[src/rtl/pc_pkg.sv]
`default_nettype none
// ============================================================================
//  Module      : pc_pkg
//  Description : Shared constants and next-PC source encoding for the
//                PC sequencer and its return-address stack.
//  Revision    : 1.0  initial release
// ============================================================================
package pc_pkg;

    localparam logic [31:0] RESET_VEC_DEF = 32'h0000_1000;
    localparam logic [31:0] TRAP_VEC_DEF  = 32'h0000_0080;

    localparam int OFFSET_MSB = 15;
    localparam int JIDX_MSB   = 25;

    typedef enum logic [2:0] {
        SEQ  = 3'd0,
        BR   = 3'd1,
        JMP  = 3'd2,
        JR   = 3'd3,
        RET  = 3'd4,
        TRAP = 3'd5
    } next_src_t;

endpackage
`default_nettype wire

[src/rtl/pc_sequencer_if.sv]
`default_nettype none
// ============================================================================
//  Module      : pc_sequencer_if
//  Description : Fetch/decode-side bundle of the PC sequencer. The core is
//                the master (drives controls), the sequencer is the slave.
//  Revision    : 1.0  initial release
// ============================================================================
interface pc_sequencer_if #(
    parameter int ADDR_W    = 32,
    parameter int RAS_DEPTH = 4
);
    localparam int CNT_W = $clog2(RAS_DEPTH) + 1;

    logic              stall;
    logic [31:0]       instruction;
    logic              zero;
    logic              branch_sel;
    logic              jump_sel;
    logic              link_sel;
    logic              jr_sel;
    logic              ret_sel;
    logic [ADDR_W-1:0] rs_data;
    logic [ADDR_W-1:0] pc;
    logic [ADDR_W-1:0] pc_plus4;
    logic [ADDR_W-1:0] link_addr;
    logic [CNT_W-1:0]  ras_count;
    logic              ras_miss;
    logic              misalign_fault;

    modport master (
        output stall, instruction, zero, branch_sel, jump_sel, link_sel,
               jr_sel, ret_sel, rs_data,
        input  pc, pc_plus4, link_addr, ras_count, ras_miss, misalign_fault
    );

    modport slave (
        input  stall, instruction, zero, branch_sel, jump_sel, link_sel,
               jr_sel, ret_sel, rs_data,
        output pc, pc_plus4, link_addr, ras_count, ras_miss, misalign_fault
    );

endinterface
`default_nettype wire

[src/rtl/pc_sequencer_ras_stack.sv]
`default_nettype none
// ============================================================================
//  Module      : ras_stack
//  Description : Circular return-address stack. A push when full overwrites
//                the oldest entry; a pop when empty is ignored.
//  Revision    : 1.0  initial release
// ============================================================================
module ras_stack
    import pc_pkg::*;
#(
    parameter int DEPTH = 4,
    parameter int WIDTH = 32
) (
    input  wire logic                     clk,
    input  wire logic                     rst,
    input  wire logic                     push,
    input  wire logic                     pop,
    input  wire logic                     hold,
    input  wire logic [WIDTH-1:0]         din,
    output logic      [WIDTH-1:0]         top,
    output logic      [$clog2(DEPTH):0]   count,
    output logic                          empty,
    output logic                          full
);
    localparam int PTR_W = $clog2(DEPTH);
    localparam int CNT_W = PTR_W + 1;

    logic [WIDTH-1:0] r_mem [DEPTH];
    logic [PTR_W-1:0] r_top;
    logic [CNT_W-1:0] r_count;
    logic [PTR_W-1:0] w_top_inc;

    assign w_top_inc = r_top + PTR_W'(1);
    assign empty     = (r_count == '0);
    assign full      = (r_count == CNT_W'(DEPTH));
    assign count     = r_count;
    assign top       = r_mem[r_top];

    // Pointer wrap on push makes the new top land on the oldest slot when full.
    always_ff @(posedge clk) begin
        if (rst) begin
            r_top   <= '0;
            r_count <= '0;
        end else if (!hold) begin
            if (push) begin
                r_top   <= w_top_inc;
                r_count <= full ? r_count : r_count + CNT_W'(1);
            end else if (pop && !empty) begin
                r_top   <= r_top - PTR_W'(1);
                r_count <= r_count - CNT_W'(1);
            end
        end
    end

    always_ff @(posedge clk) begin
        if (!rst && !hold && push) begin
            r_mem[w_top_inc] <= din;
        end
    end

endmodule
`default_nettype wire

[src/rtl/pc_sequencer.sv]
`default_nettype none
// ============================================================================
//  Module      : pc_sequencer
//  Description : Registered next-PC generator with stall, return-address
//                stack prediction and misaligned-target trap.
//  Revision    : 1.0  initial release
// ============================================================================
module pc_sequencer
    import pc_pkg::*;
#(
    parameter int          ADDR_W    = 32,
    parameter logic [31:0] RESET_VEC = RESET_VEC_DEF,
    parameter logic [31:0] TRAP_VEC  = TRAP_VEC_DEF,
    parameter int          RAS_DEPTH = 4
) (
    input  wire logic          clk,
    input  wire logic          rst,
    pc_sequencer_if.slave      bus
);
    localparam int CNT_W = $clog2(RAS_DEPTH) + 1;
    localparam logic [ADDR_W-1:0] c_reset_pc = ADDR_W'(RESET_VEC);
    localparam logic [ADDR_W-1:0] c_trap_pc  = ADDR_W'(TRAP_VEC);

    logic [ADDR_W-1:0] r_pc;
    logic              r_miss;
    logic              r_fault;

    logic [ADDR_W-1:0] w_seq;
    logic [ADDR_W-1:0] w_br;
    logic [ADDR_W-1:0] w_jmp;
    logic [ADDR_W-1:0] w_ret;
    logic [ADDR_W-1:0] w_next_pc;
    logic [ADDR_W-1:0] w_ras_top;
    logic [CNT_W-1:0]  w_ras_count;
    logic              w_ras_empty;
    logic              w_ras_full;
    logic              w_push;
    logic              w_pop;
    logic              w_misalign;
    next_src_t         w_src;
    next_src_t         w_sel;
    logic              w_unused;

    assign w_seq = r_pc + ADDR_W'(4);
    assign w_br  = w_seq + {{(ADDR_W-OFFSET_MSB-3){bus.instruction[OFFSET_MSB]}},
                            bus.instruction[OFFSET_MSB:0], 2'b00};
    assign w_jmp = {w_seq[ADDR_W-1:28], bus.instruction[JIDX_MSB:0], 2'b00};
    assign w_ret = w_ras_empty ? bus.rs_data : w_ras_top;

    assign w_push = bus.jump_sel & bus.link_sel & ~bus.jr_sel;
    assign w_pop  = bus.jr_sel & bus.ret_sel;

    always_comb begin
        w_src = SEQ;
        if (bus.jr_sel)
            w_src = bus.ret_sel ? RET : JR;
        else if (bus.jump_sel)
            w_src = JMP;
        else if (bus.branch_sel && bus.zero)
            w_src = BR;
    end

    // Only register-sourced targets can carry low address bits.
    always_comb begin
        w_misalign = 1'b0;
        if (w_src == JR)
            w_misalign = |bus.rs_data[1:0];
        else if (w_src == RET)
            w_misalign = |w_ret[1:0];
    end

    assign w_sel = w_misalign ? TRAP : w_src;

    always_comb begin
        w_next_pc = w_seq;
        case (w_sel)
            BR:      w_next_pc = w_br;
            JMP:     w_next_pc = w_jmp;
            JR:      w_next_pc = bus.rs_data;
            RET:     w_next_pc = w_ret;
            TRAP:    w_next_pc = c_trap_pc;
            default: w_next_pc = w_seq;
        endcase
    end

    always_ff @(posedge clk) begin
        if (rst) begin
            r_pc    <= c_reset_pc;
            r_miss  <= 1'b0;
            r_fault <= 1'b0;
        end else if (bus.stall) begin
            r_miss  <= 1'b0;
            r_fault <= 1'b0;
        end else begin
            r_pc    <= w_next_pc;
            r_miss  <= w_pop & w_ras_empty;
            r_fault <= w_misalign;
        end
    end

    ras_stack #(
        .DEPTH (RAS_DEPTH),
        .WIDTH (ADDR_W)
    ) u_ras (
        .clk   (clk),
        .rst   (rst),
        .push  (w_push),
        .pop   (w_pop),
        .hold  (bus.stall),
        .din   (w_seq),
        .top   (w_ras_top),
        .count (w_ras_count),
        .empty (w_ras_empty),
        .full  (w_ras_full)
    );

    assign bus.pc             = r_pc;
    assign bus.pc_plus4       = w_seq;
    assign bus.link_addr      = w_seq;
    assign bus.ras_count      = w_ras_count;
    assign bus.ras_miss       = r_miss;
    assign bus.misalign_fault = r_fault;

    assign w_unused = ^{bus.instruction[31:JIDX_MSB+1], w_ras_full};

endmodule
`default_nettype wire

[src/flat_wrapper.sv]
// flat-port wrapper written by rule: the top's interface ports become plain ports
module pc_sequencer_flat import pc_pkg::*;
#(
    parameter int          ADDR_W    = 32,
    parameter logic [31:0] RESET_VEC = RESET_VEC_DEF,
    parameter logic [31:0] TRAP_VEC  = TRAP_VEC_DEF,
    parameter int          RAS_DEPTH = 4
)
  (clk, rst, bus_stall, bus_instruction, bus_zero, bus_branch_sel, bus_jump_sel, bus_link_sel, bus_jr_sel, bus_ret_sel, bus_rs_data, bus_pc, bus_pc_plus4, bus_link_addr, bus_ras_count, bus_ras_miss, bus_misalign_fault);
  pc_sequencer_if #(.ADDR_W(ADDR_W), .RAS_DEPTH(RAS_DEPTH)) bus_i ();
  input  wire logic clk;
  input  wire logic rst;
  input wire logic [$bits(bus_i.stall)-1:0] bus_stall;
  input wire logic [$bits(bus_i.instruction)-1:0] bus_instruction;
  input wire logic [$bits(bus_i.zero)-1:0] bus_zero;
  input wire logic [$bits(bus_i.branch_sel)-1:0] bus_branch_sel;
  input wire logic [$bits(bus_i.jump_sel)-1:0] bus_jump_sel;
  input wire logic [$bits(bus_i.link_sel)-1:0] bus_link_sel;
  input wire logic [$bits(bus_i.jr_sel)-1:0] bus_jr_sel;
  input wire logic [$bits(bus_i.ret_sel)-1:0] bus_ret_sel;
  input wire logic [$bits(bus_i.rs_data)-1:0] bus_rs_data;
  output wire logic [$bits(bus_i.pc)-1:0] bus_pc;
  output wire logic [$bits(bus_i.pc_plus4)-1:0] bus_pc_plus4;
  output wire logic [$bits(bus_i.link_addr)-1:0] bus_link_addr;
  output wire logic [$bits(bus_i.ras_count)-1:0] bus_ras_count;
  output wire logic [$bits(bus_i.ras_miss)-1:0] bus_ras_miss;
  output wire logic [$bits(bus_i.misalign_fault)-1:0] bus_misalign_fault;
  assign bus_i.stall = bus_stall;
  assign bus_i.instruction = bus_instruction;
  assign bus_i.zero = bus_zero;
  assign bus_i.branch_sel = bus_branch_sel;
  assign bus_i.jump_sel = bus_jump_sel;
  assign bus_i.link_sel = bus_link_sel;
  assign bus_i.jr_sel = bus_jr_sel;
  assign bus_i.ret_sel = bus_ret_sel;
  assign bus_i.rs_data = bus_rs_data;
  assign bus_pc = bus_i.pc;
  assign bus_pc_plus4 = bus_i.pc_plus4;
  assign bus_link_addr = bus_i.link_addr;
  assign bus_ras_count = bus_i.ras_count;
  assign bus_ras_miss = bus_i.ras_miss;
  assign bus_misalign_fault = bus_i.misalign_fault;
  pc_sequencer #(.ADDR_W(ADDR_W), .RESET_VEC(RESET_VEC), .TRAP_VEC(TRAP_VEC), .RAS_DEPTH(RAS_DEPTH)) u_core (.clk(clk), .rst(rst), .bus(bus_i));
endmodule
[config.mk]
export PLATFORM = sky130hd
export DESIGN_NAME = pc_sequencer_flat
export DESIGN_NICKNAME = d
export VERILOG_FILES = /design/src/rtl/pc_pkg.sv /design/src/rtl/pc_sequencer_if.sv /design/src/rtl/pc_sequencer_ras_stack.sv /design/src/rtl/pc_sequencer.sv /design/src/flat_wrapper.sv
export SDC_FILE = /design/constraint.sdc
export NUM_CORES = 1
export LEC_CHECK = 0
export ABC_AREA = 1
export CAP_MARGIN = 20
export CORE_ASPECT_RATIO = 1.2
export CORE_MARGIN = 5
export CORE_UTILIZATION = 50
export DETAILED_ROUTE_END_ITERATION = 12
export GPL_ROUTABILITY_DRIVEN = 0
export PLACE_DENSITY = 0.75
export SLEW_MARGIN = 10
export SYNTH_ARGS = -nofsm -noshare
export SYNTH_HDL_FRONTEND = slang
export SYNTH_HIERARCHICAL = 1
export SYNTH_SLANG_ARGS = --single-unit
[constraint.sdc]
create_clock -name clk -period 6.9 [get_ports clk]
set_clock_uncertainty 0.05 [all_clocks]
set_input_delay 1.725 -clock clk [delete_from_list [all_inputs] [get_ports clk]]
set_output_delay 1.725 -clock clk [all_outputs]
set_load 0.02 [all_outputs]
==> results of run 1 <==
-- power by group through the flow --
stage | sequential [W] | combinational, W | clock [W]
after floorplan | 0.00117 | 0.000391 | 0
after global placement | 0.00116 | 0.000623 | 0
after detailed placement | 0.00116 | 0.000632 | 0
after CTS | 0.00114 | 0.000636 | 0.000963
after global routing | 0.00114 | 0.000703 | 0.00101
final | 0.00114 | 0.000652 | 0.000955
-- cell type report --
cell class,count,share of cell area (%)
Inverter,157,4.452
Timing Repair Buffer,178,13.17
Clock inverter,14,1.141
Sequential cell,169,34.88
Multi-Input combinational cell,1092,40.46
Tap cell,279,2.610
Clock buffer,18,3.283
-- per-stage QoR --
stage	total power, W	hold slack, ns	setup WS (ns)
6_report	0.002748	0.4431	1.644
4_1_cts	0.002740	0.4471	1.748
3_3_place_gp	0.001785	0.4266	1.961
3_5_place_dp	0.001795	0.4358	1.942
2_1_floorplan	0.001565	0.4669	2.816
5_1_grt	0.002853	0.4741	1.623
-- critical path, stage by stage (launching register included) --
cell and delay (ns):
dfxtp_1 0.39, inv_1 0.25, nor2_4 0.29, nand2_1 0.20, nor2_2 0.32, xor2_1 0.82
clkdlybuf4s50_1 0.77
-- layer usage --
metal / global-route usage [%] / routed length [um]
met1: 36.12 / 14340
met4: 13.37 / 1893
met2: 46.46 / 17240
met5: 0 / 0
met3: 5.282 / 3558
-- flip-flops by register name, indices dropped and copies added, names as in the netlist, named ones only --
signal                     flops
u_core/bus.misalign_fault      1
u_core/bus.pc                 32
u_core/bus.ras_miss            1
u_core/u_ras/count             3
u_core/u_ras/r_mem           128
u_core/u_ras/r_top             2
-- worst min path at each step --
| stage | slack, ns | startpoint | depth (start not counted) | to |
|---|---|---|---|---|
| floorplan | 0.47 | u_core/u_ras/r_top[1]$_SDFFE_PP0P_ | 2 | register |
| global placement | 0.43 | u_core/bus.pc[18]$_SDFFE_PP0N_ | 2 | u_core/bus.pc[18]$_SDFFE_PP0N_ |
| detailed placement | 0.44 | u_core/bus.pc[18]$_SDFFE_PP0N_ | 2 | u_core/bus.pc[18]$_SDFFE_PP0N_ |
| CTS | 0.45 | u_core/bus.pc[18]$_SDFFE_PP0N_ | 2 | u_core/bus.pc[18]$_SDFFE_PP0N_ |
| global route | 0.47 | u_core/bus.pc[31]$_SDFFE_PP0N_ | 2 | u_core/bus.pc[31]$_SDFFE_PP0N_ |
| finish | 0.44 | u_core/bus.pc[18]$_SDFFE_PP0N_ | 2 | u_core/bus.pc[18]$_SDFFE_PP0N_ |
-- layout by cell type (no fill, tap or decap), drive strengths merged, types with 16 or more instances in the layout --
master and n:
nand2 434, nor2 201, clkdlybuf4s50 167, inv 165
edfxtp 128, o21ai 104, nand3 99, a21oi 59
nand4 44, dfxtp 41, ha 39, o22ai 33
xor2 20, clkbuf 18, nor3 16
==> reports/results.ini, run 1 <==
[layout]
syn2layout_area_growth_pct=19.72
stdcell_count=1907
multi_input_area_um2=5413
nets=1729
drive_above_1_share_pct=5.037
stdcell_area_um2=13380
fillers=1981
diodes=0
ff_latch_area_um2=4666
utilization_pct=60.20

[drt]
vias=11035
route.detailed.drc=0
first_pass_iters=7
wl_um=37030
drtIter0Drc=1357
antenna_left=0
wire_per_inst_um=19.42
avgViaCountPerCell=5.787

[yosys]
syn_avg_cell_area_um2=7.449
synth_cells=1500
yosysWarnings=6
synthesis.nets=1614
mappedNetlistArea_um2=11170

[critical_path]
crit_path_end_kind=output port
cp-endpoint=bus_pc_plus4[15]
reg2reg_depth=16
crit_start=u_core/bus.pc[2]$_SDFFE_PP0N_
crit_fanout=10
worstPathRequired_ns=5.12
rr_endpoint=u_core/bus.pc[29]$_SDFFE_PP0N_
crit_path_start_kind=register
reg2reg_from=u_core/bus.pc[2]$_SDFFE_PP0N_
reg2reg_slack_ns=2.78
crit_type=reg2out
worst_ep_arrival_time_ns=3.48

[clock_tree]
cts_buffers=17
clkTransAtPathRegs_ns=0.07
max-clock-path-buffers=2
clock_sinks=169
cts-htree-levels=4
cts_resized=0
hold_buffers=0
clock_latency_ns=0.44
cts_tree=done
clockRootBuffer=clkbuf_16
postCtsSetupBuffers=0

[sta]
drv_slew=0
hold_viol=0
max_freq_ghz=0.1903
tightest_slew_ns=1.100
period_minus_slack_ns=5.256
period_share_pct=76.17
slew_headroom_pct=26.53
grt_setup_unrepaired=no
final-setup-viol-count=0
finalSetupTns_ns=0

[global_routing]
grt_usage_pct=28.28
grt_max_degree=66
overflow=0
first_global_vias=10242
grt_pass1_wl_um=56300
antenna_found_initial=0

[die]
row_count=60
die_area_um2=25450
die_h_um=173.8
initial_utilization_pct=50.28
io_pins=174
core_area_um2=22220
die_w_um=146.5

[worst_hold_path]
min_path_type=reg2reg

[placement]
place_area_um2=12770
dp_hpwl_um=26770
dp_cells=1874
numPortBuffers=167

[job]
maxCapViolations=0

[power_and_ir_drop]
power.leakage_nw=5.738
switching_share_pct=31.92
peakVddDrop_mv=0.1816
p_sw_w=0.0008770
p_comb_share_pct=23.7
p_int_w=0.001871
pwr-share-seq_pct=41.5
p_clk_share_pct=34.8
p_per_area_nw_per_um2=205.4

[run_status]
status=finished, final reports clean

No activity file was read; power rests on OpenSTA's default activity.
==> run 2: changes to the inputs <==
- clock period: 6.9 -> 5.35 ns (I/O delays scaled with it)
==> run 2 against run 1 <==
Combinational power increased by 31%. Worst setup slack got worse by 1.1 ns. Wire length rose by 1.4%. Utilization up 0.25 points. Critical path type unchanged. Largest cell class unchanged.
==> reports/results.ini, run 2 (synthesis gave the netlist of run 1 again) <==
[run_status]
status=finished, final reports clean

[global_routing]
grt_pass1_wl_um=56890
overflow=0
grt_max_degree=65
first_global_vias=10391
antenna_found_initial=0
grt_usage_pct=28.69

[sta]
final-setup-viol-count=0
finalSetupTns_ns=0
hold_viol=0
period_share_pct=89.63
timing.final.ws_setup_ns=0.5548
grt_setup_unrepaired=no
drv_slew=0
slew_headroom_pct=26.80
tightest_slew_ns=1.097
max_freq_ghz=0.2085
period_minus_slack_ns=4.795

[die]
die_h_um=173.8
die_area_um2=25450
core_area_um2=22220
die_w_um=146.5
initial_utilization_pct=50.28
io_pins=174
row_count=60

[clock_tree]
clkTransAtPathRegs_ns=0.08
postCtsSetupBuffers=0
clockRootBuffer=clkbuf_16
max-clock-path-buffers=2
cts-htree-levels=4
hold_buffers=0
cts_tree=done
cts_resized=0
clock_sinks=169
clock_latency_ns=0.45
cts_buffers=17

[critical_path]
reg2reg_from=u_core/bus.pc[2]$_SDFFE_PP0N_
crit_slowest_cell=xor2_1
crit_type=reg2out
crit_fanout=10
crit_path_end_kind=output port
reg2reg_slack_ns=1.19
rr_endpoint=u_core/bus.pc[24]$_SDFFE_PP0N_
path_cells=inv_1 -> nor2_4 -> nand2_1 -> nor2_2 -> xor2_1 -> clkdlybuf4s50_1
worstPathRequired_ns=3.96
reg2reg_depth=20
cp_slowest_stage_delay_ns=0.79
crit_path_start_kind=register
worst_ep_arrival_time_ns=3.41

[layout]
final_common_cell=nand2_1
final_cell_mix=430 x nand2_1, 189 x nor2_1, 167 x clkdlybuf4s50_1
regMostFlops=u_core/u_ras/r_mem
stdcell_count=1916
drive_above_1_share_pct=5.559
nets=1738
diodes=0
syn2layout_area_growth_pct=20.21
largest_reg_flops=128

[drt]
drtIter0Drc=1318
route.detailed.drc=0
wl_um=37570
avgViaCountPerCell=5.828
wire_per_inst_um=19.61
antenna_left=0
first_pass_iters=7
vias=11166

[worst_hold_path]
hp-start=u_core/bus.pc[18]$_SDFFE_PP0N_
hold_depth=2
hold_end=u_core/bus.pc[18]$_SDFFE_PP0N_
min_path_type=reg2reg

[power_and_ir_drop]
p_per_area_nw_per_um2=263.1
peakVddDrop_mv=0.2287
power.leakage_nw=5.781

[placement]
place_ws_ns=1.008
numPortBuffers=167
dp_cells=1884
dp_hpwl_um=27210

[job]
maxCapViolations=0

==> run 2: cell types whose count changed in the layout (fill, tap and decap cells not counted), sizes merged <==
cell / change
buf: +9
bufinv: -1
clkinv: +2
clkinvlp: -1
==> run 2: worst max path at each step <==
stage,startpoint,endpoint,slack (ns),cells after the start
2_1_floorplan,bus_link_sel,u_core/u_ras/r_mem[0][0]$_DFFE_PP_,1.65,4
3_3_place_gp,bus_jr_sel,u_core/bus.pc[20]$_SDFFE_PP0N_,1.04,8
3_5_place_dp,bus_jr_sel,u_core/bus.pc[23]$_SDFFE_PP0N_,1.01,12
4_1_cts,u_core/bus.pc[2]$_SDFFE_PP0N_,bus_pc_plus4[15],0.65,6
5_1_grt,u_core/bus.pc[2]$_SDFFE_PP0N_,bus_pc_plus4[15],0.48,6
6_report,u_core/bus.pc[2]$_SDFFE_PP0N_,bus_pc_plus4[15],0.55,6
==> run 2: area by class of cell <==
type / count / area (um2)
Inverter: 157 / 595.6
Multi-Input combinational cell: 1092 / 5413
Timing Repair Buffer: 187 / 1822
Clock inverter: 14 / 147.6
Tap cell: 279 / 349.1
Sequential cell: 169 / 4666
Clock buffer: 18 / 439.2
Fill cell: 2005 / 8790
==> run 2: per-layer routing <==
metal | routed length [um] | global-route usage [%] | part of all wire [%] | up-vias
met5 | 0 | 0 | 0 | -
met4 | 1838 | 13.76 | 4.9 | 0
met3 | 3644 | 6.302 | 9.7 | 132
met2 | 17610 | 46.63 | 47 | 670
met1 | 14480 | 36.36 | 39 | 5172
li1 | - | - | - | 5192
==> run 2: per-stage QoR <==
stage / area, um2 / utilization [%] / hold WS (ns) / total power (W)
floorplan: 11170 / - / 0.4669 / 0.002018
global placement: 12840 / 57.80 / 0.4283 / 0.002310
detailed placement: 12840 / 57.80 / 0.4264 / 0.002323
CTS: 13430 / 60.44 / 0.4388 / 0.003520
global route: 13430 / 60.44 / 0.4910 / 0.003670
finish: 13430 / 60.44 / 0.4382 / 0.003533
==> run 2: critical path, delay by kind of cell, from the launching register on <==
family	cells	cell delay (ns)
xor+xnor	1	0.79
simple gates	3	0.78
flops	1	0.38
buf+inv	2	1.00
==> run 2: where the power goes <==
group          internal (W)  switching (W)  total, W
clock              0.000636       0.000576   0.00121
combinational      0.000304       0.000546  0.000851
sequential          0.00144      0.0000329   0.00147
==> run 3: changes to the inputs <==
- HOLD_SLACK_MARGIN: default -> 0.12
- clock period: 5.35 -> 6.1 ns (I/O delays scaled with it)
==> run 3 against run 2 <==
Worst hold slack gained 0.0052 ns. Clock-buffer cell count is the same. Final area is essentially flat. Largest cell class unchanged. Non-clock buffer count shrank 4. Via count shrank 0.90%. Largest power group unchanged.
==> reports/results.ini, run 3 (synthesis gave the netlist of run 1 again) <==
[clock_tree]
cts_buffers=17
clock_sinks=169
max-clock-path-buffers=2
cts_tree=done
hold_buffers=0
clock_latency_ns=0.44
clkTransAtPathRegs_ns=0.07
cts-htree-levels=4
clockRootBuffer=clkbuf_16
postCtsSetupBuffers=0
cts_resized=0

[critical_path]
crit_path_start_kind=register
crit_path_end_kind=output port
worst_ep_arrival_time_ns=3.27
crit_type=reg2out
worstPathRequired_ns=4.53
crit_fanout=7

[global_routing]
grt_pass1_wl_um=57100
grt_usage_pct=28.71
first_global_vias=10418
grt_max_degree=65
overflow=0
antenna_found_initial=0

[drt]
wire_per_inst_um=19.70
first_pass_iters=6
avgViaCountPerCell=5.788
antenna_left=0
route.detailed.drc=0
vias=11066
wl_um=37670
drtIter0Drc=1388

[power_and_ir_drop]
p_per_area_nw_per_um2=236.1
power.leakage_nw=5.774
power_w=0.003172
peakVddDrop_mv=0.1926

[layout]
final_cell_mix=430 x nand2_1, 189 x nor2_1, 167 x clkdlybuf4s50_1
largest_reg_flops=128
diodes=0
syn2layout_area_growth_pct=20.23
final_common_cell=nand2_1
stdcell_count=1912
regMostFlops=u_core/u_ras/r_mem
fillers=2022
drive_above_1_share_pct=5.205
nets=1734

[die]
io_pins=174
initial_utilization_pct=50.28
die_h_um=173.8
die_w_um=146.5
row_count=60
core_area_um2=22220
die_area_um2=25450

[sta]
hold_viol=0
tightest_slew_ns=1.146
period_minus_slack_ns=4.845
final-setup-viol-count=0
slew_headroom_pct=23.45
max_freq_ghz=0.2064
period_share_pct=79.42
finalSetupTns_ns=0
timing.final.ws_setup_ns=1.255
holdWs_ns=0.4434
drv_slew=0
grt_setup_unrepaired=no

[run_status]
status=finished, final reports clean

[placement]
dp_cells=1879
dp_hpwl_um=26980
place_ws_ns=1.745
numPortBuffers=167

[job]
maxCapViolations=0

[worst_hold_path]
min_path_type=reg2reg

-- run 3: report_power, final --
group | switching (W) | total [W] | internal [W]
registers | 0.0000295 | 0.00129 | 0.00126
clock network | 0.000483 | 0.00114 | 0.000656
logic | 0.000476 | 0.000743 | 0.000267
-- run 3: per-layer routing --
layer | up-vias | share of wire (%) | GRT usage, %
met2 | 669 | 47 | 46.80
li1 | 5177 | - | -
met4 | 0 | 4.7 | 13.80
met5 | - | 0 | 0
met1 | 5101 | 39 | 37.06
met3 | 119 | 9.0 | 5.073
-- run 3: per-stage QoR --
step	utilization (%)	area, um2
after floorplan	-	11170
after global placement	57.64	12810
after detailed placement	57.64	12810
after CTS	60.39	13420
after global routing	60.46	13430
final	60.46	13430
-- run 3: worst max-delay path, stage by stage (launching register included) --
cell and delay [ns]:
dfxtp_1 0.44, ha_1 0.23, nand2_1 0.07, nor2_1 0.32, nand2_1 0.16, nor3_1 0.50
xnor2_1 0.16, inv_1 0.28, clkdlybuf4s50_1 0.67
-- run 3: cell type report --
type                            instances  area [um2]  share of cell area (%)
Multi-Input combinational cell       1092        5413                   40.29
Sequential cell                       169        4666                   34.73
Clock buffer                           18       429.2                   3.195
Clock inverter                         14       182.7                   1.360
Tap cell                              279       349.1                   2.598
Timing Repair Buffer                  183        1799                   13.39
Inverter                              157       595.6                   4.433
-- run 3: final timing paths --
path                                  start                        endpoint  slack (ns)  cells past startpoint
min          u_core/bus.pc[18]$_SDFFE_PP0N_  u_core/bus.pc[18]$_SDFFE_PP0N_        0.44                      2
min reg2reg  u_core/bus.pc[18]$_SDFFE_PP0N_  u_core/bus.pc[18]$_SDFFE_PP0N_        0.44                      2
max           u_core/bus.pc[3]$_SDFFE_PP0N_                bus_pc_plus4[26]        1.26                      8
max reg2reg   u_core/bus.pc[6]$_SDFFE_PP0N_  u_core/bus.pc[22]$_SDFFE_PP0N_        2.17                     23
==> RTL edit (flow settings as in run 2) <==
Make the reset (`rst`) asynchronous in 2 clocked blocks.
--- a/src/rtl/pc_sequencer_ras_stack.sv
+++ b/src/rtl/pc_sequencer_ras_stack.sv
@@ -37,7 +37,7 @@
     assign top       = r_mem[r_top];
 
     // Pointer wrap on push makes the new top land on the oldest slot when full.
-    always_ff @(posedge clk) begin
+    always_ff @(posedge clk or posedge rst) begin
         if (rst) begin
             r_top   <= '0;
             r_count <= '0;
--- a/src/rtl/pc_sequencer.sv
+++ b/src/rtl/pc_sequencer.sv
@@ -83,7 +83,7 @@
         endcase
     end
 
-    always_ff @(posedge clk) begin
+    always_ff @(posedge clk or posedge rst) begin
         if (rst) begin
             r_pc    <= c_reset_pc;
             r_miss  <= 1'b0;
Check against the original RTL: differs if rst is asserted again (counterexample within 4 cycles, from zero or initial values and one cycle with rst high); with rst held inactive, the same outputs for 4 cycles.
==> RTL edit against run 2 <==
- routed wire length fell by 2.7%
- die area rose by 3.9%
- design area rose by 3.4%
- maximum frequency rose by 4.5%
- sequential cell count fell by 2
- via count fell by 3.4%
- worst setup slack improved by 0.21 ns
- synthesized area rose by 4.2%
- critical path type unchanged
- highest routed layer unchanged
Power is not compared: it rests on default switching activity, and its combinational part moved more than twofold at a synthesized area within 25%.
==> RTL edit: results (changes against run 2) <==
[run_status]
status = complete, no violations

[grt]
grt_pass1_wl_mm = 55.3  ; -2.9%
antenna_found_initial = 0  ; unchanged
grt_max_degree = 68  ; +4.6%
grt_usage_pct = 27.1  ; -1.6 points
grt_pass1_vias = 10200  ; -1.7%

[clocking]
clkTransAtPathRegs_ns = 0.07
cts_buffer_depth = 2  ; unchanged
clk_latency_ns = 0.43  ; -0.02 ns
cts_resized = 0  ; unchanged
htreeDepth = 4  ; unchanged
root_buffer = clkbuf_16
postCtsSetupBuffers = 0  ; unchanged
cts_made_buffers = 17  ; unchanged

[final_layout]
largest_register_ffs = 128  ; unchanged
regMostFlops = u_core/u_ras/r_mem
antennaDiodeCount = 0  ; unchanged
fillers = 2048  ; +2.1%
drive_gt1_share_pct = 9.59  ; +4.0 points
nets = 1717  ; -1.2%

[die]
rows = 61  ; +1.7%

[setup_path]
cp_slowest_stage_delay_ns = 0.74  ; -0.05 ns
crit_fanout = 5  ; -5
rr_startpoint = u_core/bus.pc[2]$_DFFE_PP0N_
reg2reg_depth = 19  ; -5.0%
reg2reg_slack_ns = 1.45  ; +0.26 ns
worstReg2RegEnd = u_core/bus.pc[20]$_DFFE_PP0N_
slowest_stage = clkdlybuf4s50_1
worst_ep_arrival_time_ns = 3.20  ; -0.21 ns

[min_path]
hold_path.startpoint = u_core/u_ras/count[1]$_DFFE_PP0P_
hp-class = reg -> reg
worstHoldEndpoint = u_core/u_ras/count[1]$_DFFE_PP0P_
hold_path_depth = 2  ; unchanged

[power]
cellLeakagePower_nw = 6.11
ir_worst_vdd_uv = 310

[detailed_routing]
first_pass_iters = 5  ; -2
drtIter0Drc = 1317  ; -0.076%
routed_wl_mm = 36.6  ; -2.7%
vias = 10800  ; -3.4%

[synthesis]
synth_fp_nets = 1599  ; -0.93%
yosys_warnings = 6  ; unchanged

[placed_design]
port-buffer-count = 167  ; unchanged
dpl.hpwl_mm = 26.4  ; -2.8%

[timing]
relSlewSlack_pct = 36.3  ; +9.5 points

## RTL edit: worst max path at each step
stage	endpoint	cells after the start	from
after CTS	bus_pc_plus4[18]	7	u_core/bus.pc[2]$_DFFE_PP0N_
after global placement	bus_link_addr[18]	7	u_core/bus.pc[2]$_DFFE_PP0N_
after detailed placement	u_core/bus.pc[6]$_DFFE_PP0N_	9	bus_jr_sel
final	bus_pc_plus4[18]	7	u_core/bus.pc[2]$_DFFE_PP0N_
after global routing	bus_link_addr[26]	9	u_core/bus.pc[2]$_DFFE_PP0N_
after floorplan	u_core/u_ras/r_mem[0][0]$_DFFE_PP_	4	bus_link_sel
## RTL edit: final cells by class
type / count / share of cell area (%)
Multi-Input combinational cell: 1072 / 40.8
Sequential cell: 167 / 34.7
Timing Repair Buffer: 185 / 13.0
Inverter: 160 / 4.36
Clock buffer: 18 / 3.09
Tap cell: 315 / 2.84
Clock inverter: 14 / 1.19
## RTL edit: worst max-delay path: cells and delay by family (launching register included)
family        cells  cell delay (ns)
xor+xnor          1             0.58
buf+inv           1             0.74
fa+ha+maj         1             0.22
flops             1             0.42
simple gates      4             0.82
## RTL edit: stage by stage
step                total power [W]  hold WS [ns]  setup slack, ns  std cells  cell area, um2
finish                      0.00586         0.511            0.761       1931           13900
global route                0.00618         0.558            0.620       1931           13900
CTS                         0.00583         0.510            0.788       1931           13900
detailed placement          0.00460         0.491             1.25       1899           13300
global placement            0.00455         0.480             1.24       1899           13300
floorplan                   0.00374         0.578             1.69       1485           11600
## RTL edit: layer usage
metal | wire length [um] | vias up | track usage [%]
met4 | 1550 | 0 | 11.2
met5 | 0 | - | 0
met3 | 3000 | 91 | 2.72
met1 | 14400 | 5050 | 35.7
li1 | - | 5079 | -
met2 | 17600 | 568 | 45.8
## RTL edit: power breakdown
group	switching (W)	leakage (nW)	internal [W]
sequential	0.000114	1.65	0.00154
combinational	0.00194	4.17	0.00104
clock	0.000566	0.281	0.000665
